<file path="config.mk">
export PLATFORM = sky130hd
export DESIGN_NAME = register_file_scoreboard_unit_flat
export DESIGN_NICKNAME = d
export VERILOG_FILES = /design/src/rtl/register_file_scoreboard_unit_if.sv /design/src/rtl/register_file_scoreboard_unit.sv /design/src/flat_wrapper.sv
export SDC_FILE = /design/constraint.sdc
export NUM_CORES = 2
export LEC_CHECK = 0
export ABC_AREA = 1
export BUFFER_PORTS_ARGS = -buffer_cell sky130_fd_sc_hd__buf_4
export CAP_MARGIN = 5
export CORE_ASPECT_RATIO = 0.75
export CORE_MARGIN = 2
export CORE_UTILIZATION = 60
export DETAILED_ROUTE_END_ITERATION = 8
export PLACE_DENSITY = 0.77
export SYNTH_ARGS = -nofsm -noshare
export SYNTH_HDL_FRONTEND = slang
export SYNTH_SLANG_ARGS = --single-unit
</file>
<file path="constraint.sdc">
create_clock -name clock -period 5 [get_ports clock]
set_input_delay 0.5 -clock clock [delete_from_list [all_inputs] [get_ports clock]]
set_output_delay 0.5 -clock clock [all_outputs]
set_load 0.005 [all_outputs]
</file>
<file path="src/rtl/register_file_scoreboard_unit_if.sv">
// Bundle of the register-file ports: write/writeback port, two source read
// ports, destination reservation and the busy counter.
interface register_file_scoreboard_unit_if #(
   parameter int DATA_WIDTH = 32,
   parameter int ADDR_WIDTH = 5
);
   logic                  write_enable;
   logic [ADDR_WIDTH-1:0] write_address;
   logic [DATA_WIDTH-1:0] write_data;

   logic [ADDR_WIDTH-1:0] read_address0;
   logic [ADDR_WIDTH-1:0] read_address1;
   logic [DATA_WIDTH-1:0] read_data0;
   logic [DATA_WIDTH-1:0] read_data1;
   logic                  read_busy0;
   logic                  read_busy1;

   logic                  reserve_enable;
   logic [ADDR_WIDTH-1:0] reserve_address;
   logic                  reserve_accept;

   logic [ADDR_WIDTH:0]   busy_count;

   // Issue/writeback side drives requests; the register file answers.
   modport master (
      output write_enable, write_address, write_data,
      output read_address0, read_address1,
      output reserve_enable, reserve_address,
      input  read_data0, read_data1, read_busy0, read_busy1,
      input  reserve_accept, busy_count
   );

   modport slave (
      input  write_enable, write_address, write_data,
      input  read_address0, read_address1,
      input  reserve_enable, reserve_address,
      output read_data0, read_data1, read_busy0, read_busy1,
      output reserve_accept, busy_count
   );
endinterface

</file>
<file path="src/rtl/register_file_scoreboard_unit.sv">
// Register file with two combinational read ports (write bypass), one write
// port and a per-register busy scoreboard. Option macro: REGFILE_ZERO_REG_EN.
module register_file_scoreboard_unit #(
   parameter int DATA_WIDTH = 32,
   parameter int ADDR_WIDTH = 5
) (
   input logic                            clock,
   input logic                            reset,
   register_file_scoreboard_unit_if.slave rf
);
   localparam int DEPTH = 2 ** ADDR_WIDTH;

`ifdef REGFILE_ZERO_REG_EN
   localparam logic ZERO_REG = 1'b1;
`else
   localparam logic ZERO_REG = 1'b0;
`endif

   typedef logic [DATA_WIDTH-1:0] data_t;
   typedef logic [ADDR_WIDTH:0]   count_t;

   data_t            regs_q [DEPTH];
   data_t            regs_d [DEPTH];
   logic [DEPTH-1:0] busy_q;
   logic [DEPTH-1:0] busy_d;
   count_t           busy_count_q;
   count_t           busy_count_d;

   logic zero_read0;
   logic zero_read1;
   logic zero_write;
   logic zero_reserve;
   logic read_bypass0;
   logic read_bypass1;
   logic write_fire;
   logic reserve_hits_write;
   logic reserve_sets;
   logic count_inc;
   logic count_dec;

   // Address-0 qualifiers fold to constant 0 when r0 is an ordinary register.
   assign zero_read0   = ZERO_REG && (rf.read_address0 == '0);
   assign zero_read1   = ZERO_REG && (rf.read_address1 == '0);
   assign zero_write   = ZERO_REG && (rf.write_address == '0);
   assign zero_reserve = ZERO_REG && (rf.reserve_address == '0);

   assign read_bypass0 = rf.write_enable && (rf.write_address == rf.read_address0);
   assign read_bypass1 = rf.write_enable && (rf.write_address == rf.read_address1);

   // NOTE: combinational blocks use blocking '=' with a default for every
   // output first, so no latch is inferred; flops below use '<=' only.
   always_comb begin
      rf.read_data0 = regs_q[rf.read_address0];
      rf.read_busy0 = busy_q[rf.read_address0];
      if (zero_read0) begin
         rf.read_data0 = '0;
         rf.read_busy0 = 1'b0;
      end else if (read_bypass0) begin
         rf.read_data0 = rf.write_data;
         rf.read_busy0 = 1'b0;
      end
   end

   always_comb begin
      rf.read_data1 = regs_q[rf.read_address1];
      rf.read_busy1 = busy_q[rf.read_address1];
      if (zero_read1) begin
         rf.read_data1 = '0;
         rf.read_busy1 = 1'b0;
      end else if (read_bypass1) begin
         rf.read_data1 = rf.write_data;
         rf.read_busy1 = 1'b0;
      end
   end

   // A busy destination is still grantable when its writeback lands this cycle.
   assign write_fire         = rf.write_enable && !zero_write;
   assign reserve_hits_write = rf.write_enable && (rf.write_address == rf.reserve_address);
   assign rf.reserve_accept  = rf.reserve_enable &&
                               (zero_reserve || !busy_q[rf.reserve_address] || reserve_hits_write);
   assign reserve_sets       = rf.reserve_accept && !zero_reserve;

   assign count_inc = reserve_sets && !busy_q[rf.reserve_address];
   assign count_dec = write_fire && busy_q[rf.write_address] &&
                      !(reserve_sets && (rf.reserve_address == rf.write_address));

   always_comb begin
      regs_d = regs_q;
      busy_d = busy_q;
      if (write_fire) begin
         regs_d[rf.write_address] = rf.write_data;
         busy_d[rf.write_address] = 1'b0;
      end
      // Applied after the write so a same-address reservation wins.
      if (reserve_sets) begin
         busy_d[rf.reserve_address] = 1'b1;
      end
   end

   always_comb begin
      busy_count_d = busy_count_q;
      case ({count_inc, count_dec})
         2'b10:   busy_count_d = busy_count_q + count_t'(1);
         2'b01:   busy_count_d = busy_count_q - count_t'(1);
         default: busy_count_d = busy_count_q;
      endcase
   end

   assign rf.busy_count = busy_count_q;

   // NOTE: the storage array is reset along with the scoreboard because reads
   // after reset must return zero; this keeps it in flops rather than a RAM macro.
   always_ff @(posedge clock or negedge reset) begin
      if (!reset) begin
         for (int i = 0; i < DEPTH; i++) begin
            regs_q[i] <= '0;
         end
         busy_q       <= '0;
         busy_count_q <= '0;
      end else begin
         regs_q       <= regs_d;
         busy_q       <= busy_d;
         busy_count_q <= busy_count_d;
      end
   end
endmodule

</file>
<file path="src/flat_wrapper.sv">
// flat-port wrapper written by rule: the top's interface ports become plain ports
module register_file_scoreboard_unit_flat 
#(
   parameter int DATA_WIDTH = 32,
   parameter int ADDR_WIDTH = 5
)
  (clock, reset, rf_write_enable, rf_write_address, rf_write_data, rf_read_address0, rf_read_address1, rf_reserve_enable, rf_reserve_address, rf_read_data0, rf_read_data1, rf_read_busy0, rf_read_busy1, rf_reserve_accept, rf_busy_count);
  register_file_scoreboard_unit_if #(.DATA_WIDTH(DATA_WIDTH), .ADDR_WIDTH(ADDR_WIDTH)) rf_i ();
  input logic clock;
  input logic reset;
  input wire logic [$bits(rf_i.write_enable)-1:0] rf_write_enable;
  input wire logic [$bits(rf_i.write_address)-1:0] rf_write_address;
  input wire logic [$bits(rf_i.write_data)-1:0] rf_write_data;
  input wire logic [$bits(rf_i.read_address0)-1:0] rf_read_address0;
  input wire logic [$bits(rf_i.read_address1)-1:0] rf_read_address1;
  input wire logic [$bits(rf_i.reserve_enable)-1:0] rf_reserve_enable;
  input wire logic [$bits(rf_i.reserve_address)-1:0] rf_reserve_address;
  output wire logic [$bits(rf_i.read_data0)-1:0] rf_read_data0;
  output wire logic [$bits(rf_i.read_data1)-1:0] rf_read_data1;
  output wire logic [$bits(rf_i.read_busy0)-1:0] rf_read_busy0;
  output wire logic [$bits(rf_i.read_busy1)-1:0] rf_read_busy1;
  output wire logic [$bits(rf_i.reserve_accept)-1:0] rf_reserve_accept;
  output wire logic [$bits(rf_i.busy_count)-1:0] rf_busy_count;
  assign rf_i.write_enable = rf_write_enable;
  assign rf_i.write_address = rf_write_address;
  assign rf_i.write_data = rf_write_data;
  assign rf_i.read_address0 = rf_read_address0;
  assign rf_i.read_address1 = rf_read_address1;
  assign rf_i.reserve_enable = rf_reserve_enable;
  assign rf_i.reserve_address = rf_reserve_address;
  assign rf_read_data0 = rf_i.read_data0;
  assign rf_read_data1 = rf_i.read_data1;
  assign rf_read_busy0 = rf_i.read_busy0;
  assign rf_read_busy1 = rf_i.read_busy1;
  assign rf_reserve_accept = rf_i.reserve_accept;
  assign rf_busy_count = rf_i.busy_count;
  register_file_scoreboard_unit #(.DATA_WIDTH(DATA_WIDTH), .ADDR_WIDTH(ADDR_WIDTH)) u_core (.clock(clock), .reset(reset), .rf(rf_i));
endmodule
</file>
==> summary.md <==
| Metric | Value |
|---|---|
| Status | `finished, final reports clean` |
| GRT Overall Usage | `44.30%` |
| Nets | `8438` |
| Final setup vio count | `0` |
| DP HPWL | `117300 um` |
| Final period util | `77.51%` |
| Hold_sp | `rf_write_data[30]` |
| Worst-path maximum fanout | `123` |
| Post-synth cell types | `37` |
| Slew HR | `13.91%` |
| Fin. max-slew vios | `0` |
| Share of cells above drive strength 1 | `5.764%` |
| Final Critical Period | `3875 ps` |
| First-pass GRT wire length | `351700 um` |
| Sw power | `8.697 mW` |
| Post-synthesis sequential area ratio | `44.19%` |
| Gr ovfl total | `0` |
| Chip Height | `278.2 um` |
| Syn nets | `8874` |
| Buffer levels on the longest clock path | `3` |
| Pwr dens | `402.8 mW/mm^2` |
| Post-synthesis mux area share | `0%` |
| # fillers | `8750` |
| Syn. warnings | `0` |
| Port Buf Inserts | `128` |
| Area Overhead vs Synth | `7.461%` |
| CTS clk-pin slew, worst paths | `60 ps` |
| Largest family of logic cells by synthesized area | `simple AND/OR/NAND/NOR gates` |
| Max Cap Viol | `0` |
| Final hold vios | `0` |
| Critical Path AT | `3380 ps` |
| Yosys reg bits | `1062` |
| Pleak | `30.53 nW` |
| FFs w/ async S/R, synth | `100.0%` |
| Critical path class | `in -> out` |
| Sequential power share | `45.7%` |
| Core ar. | `0.09935 mm^2` |
| Cell area after layout | `0.06463 mm^2` |
| Syn Area/Cell | `6.825 um^2` |
| Setup Skew | `22.83 ps` |
| Area after DPL | `0.06098 mm^2` |
| Die Area | `0.1028 mm^2` |
| Max Fclk | `258.0 MHz` |
| Switch share | `33.41%` |
| Unrepaired setup endpoints after global routing | `no` |
| CTS tree | `done` |
| H-tree levels | `3` |
| CTS buffer count | `106` |
| Main synth FF type | `dfrtp_1` |
| Synth Cell Area | `0.06014 mm^2` |
| Startpoint types | `primary input` |
| Hold WS | `166.6 ps` |
| Post-Synth XOR/XNOR Area | `0.05825%` |
| Comb pwr share | `21.7%` |
| Reg2reg start | `u_core.busy_q[24]` |
| Routability cong. | `0.9454` |
| Largest net degree at the start of global routing | `191` |
| Vias per inst | `6.467` |
| Drt total wl | `231400 um` |
| DRC | `0` |
| Compound-Gate Fraction of Synth Area | `10.23%` |
| Syn Inst Count | `8812` |
| Critical Path Start | `rf_read_address1[0]` |
| First-pass DRT Iterations | `7` |
| Worst-Margin Slew | `1291 ps` |
| Rows | `100` |
| Ports | `129` |
| Clock sink count | `1062` |
| Die width | `369.6 um` |
| Post-DRT Antenna Nets | `0` |
| Starting DRT DRC Count | `11020` |
| Worst Path Required | `4500 ps` |
| Post-CTS Resized | `0` |
| DR WL/cell | `23.63 um` |
| Setup TNS | `0 ps` |
| Worst VDD drop | `0.2970 mV` |
| Adder-cell area share of the yosys netlist | `0.1373%` |
| Simple-gate share of the synthesized area | `39.24%` |
| Antenna violations before repair | `3` |
| Hold Path Class | `in -> reg` |
| Skew-Pair Late Insertion Delay | `730 ps` |
| Initial Util | `60.54%` |
| Vias in the first global route | `58390` |
| Via count | `63340` |
| Number of flops mapped to enable cells by yosys | `0` |
| Cell Int Power | `17.34 mW` |
| Clock Power Share | `32.7%` |
| CP Capture Type | `output port` |
| CTS root buf | `clkbuf_16` |
| Diode count | `0` |
-- state kept, by name, summed over array words and instances (netlist names) --
signal and flops:
u_core.regs_q 1024, u_core.rf.busy_count 6, u_core.busy_q 32
-- layout make-up --
type	count	area [um^2]	share of cell area (%)
Inverter	95	402.9	0.6234
Multi-Input combinational cell	6870	30050	46.50
Timing Repair Buffer	241	2295	3.551
Sequential cell	1062	26580	41.12
Tap cell	1326	1659	2.567
Clock inverter	45	503.0	0.7783
Clock buffer	154	3137	4.854
-- metal layers --
metal | track usage, % | share of wire (%) | wire, um
met3 | 13.66 | 15 | 35200
met2 | 63.64 | 41 | 95270
met4 | 23.65 | 6.3 | 14550
met1 | 60.02 | 37 | 86380
met5 | 0 | 0.0056 | 13
-- worst max-delay path, cell delays in order --
cell and delay (ps):
buf_8 390, buf_12 510, buf_12 520, nand2_1 120, nand3_1 100, nand3_1 100
nand2_1 110, nand2_1 60, nand3_1 260, nand3_1 110, o21ai_1 210, buf_4 180
-- through the flow --
| step | setup WS, ps | std cells | power (mW) | utilization [%] |
|---|---|---|---|---|
| 6_report | 1125 | 9793 | 26.03 | 65.05 |
| 5_1_grt | 998.7 | 9793 | 27.29 | 65.05 |
| 4_1_cts | 1266 | 9793 | 25.80 | 65.05 |
| 3_5_place_dp | 1279 | 9593 | 17.41 | 61.38 |
| 3_3_place_gp | 1314 | 9593 | 17.15 | 61.38 |
| 2_1_floorplan | 2251 | 8812 | 15.50 | - |
-- worst paths after layout --
kind | to | slack [ps] | cells past startpoint
worst max-delay path | rf_read_data1[0] | 1120 | 12
worst min-delay path | u_core.regs_q[574] | 170 | 3
worst max register to register | u_core.rf.busy_count[5] | 2170 | 19
worst min register to register | u_core.regs_q[734] | 490 | 2
max in group asynchronous | u_core.regs_q[126] | 3110 | 3
min in group asynchronous | u_core.regs_q[962] | 370 | 2
-- cell usage after synthesis (2+ instances only) --
| library cell | number | area share (%) |
|---|---|---|
| ha_1 | 5 | 0.10 |
| nand4_1 | 3 | 0.031 |
| nand2_4 | 2 | 0.037 |
| o21ai_0 | 654 | 5.4 |
| buf_2 | 258 | 2.1 |
| inv_2 | 17 | 0.11 |
| xor2_1 | 3 | 0.044 |
| clkbuf_1 | 417 | 2.6 |
| nor2_1 | 375 | 2.3 |
| o21ai_1 | 165 | 1.4 |
| nand2_1 | 3499 | 22 |
| a211oi_2 | 2 | 0.042 |
| inv_1 | 76 | 0.47 |
| a22oi_1 | 14 | 0.17 |
| buf_4 | 16 | 0.20 |
| o211ai_1 | 21 | 0.26 |
| dfrtp_1 | 1062 | 44 |
| o22ai_1 | 9 | 0.094 |
| a21oi_1 | 334 | 2.8 |
| nor3_2 | 3 | 0.050 |
| nor2_4 | 14 | 0.26 |
| buf_1 | 93 | 0.58 |
| nor3_1 | 12 | 0.10 |
| nand3_1 | 1745 | 15 |
-- power groups by stage --
stage / sequential, mW / combinational, mW / clock [mW]
global route: 12.1 / 6.37 / 8.85
floorplan: 11.5 / 3.96 / 0
CTS: 11.8 / 5.52 / 8.49
detailed placement: 11.9 / 5.49 / 0
finish: 11.9 / 5.64 / 8.51
global placement: 11.9 / 5.29 / 0
-- cells by family (layout without fill, tap and decap cells) --
kind of cell             count (synthesis)  in the layout
AND/OR/NAND/NOR                       5656           5656
adder cells (fa/ha/maj)                  6              6
AO/OA/AOI/OAI                         1204           1204
buffers and inverters                  880            535
XOR/XNOR                                 4              4
flip-flops                            1062           1062
-- cells in the final DEF, fill, tap and decap left out, types with 14 or more instances in the layout --
cell,instances
inv_2,14
clkbuf_16,109
o21ai_1,165
nor2_1,375
a22oi_1,14
inv_1,72
a21oi_1,334
nor2_4,14
o211ai_1,21
clkbuf_1,21
clkinv_2,27
nand3_1,1744
nand2_1,3477
clkbuf_8,24
dfrtp_1,1062
o21ai_0,654
buf_12,35
buf_4,198
nand2_4,24
-- what timing repair did --
action / in CTS / in global routing
hold endpoints to repair: 67 / 0
setup buffers: 0 / 0
hold buffers: 1 / 0
(Power assumes the default switching activity.)
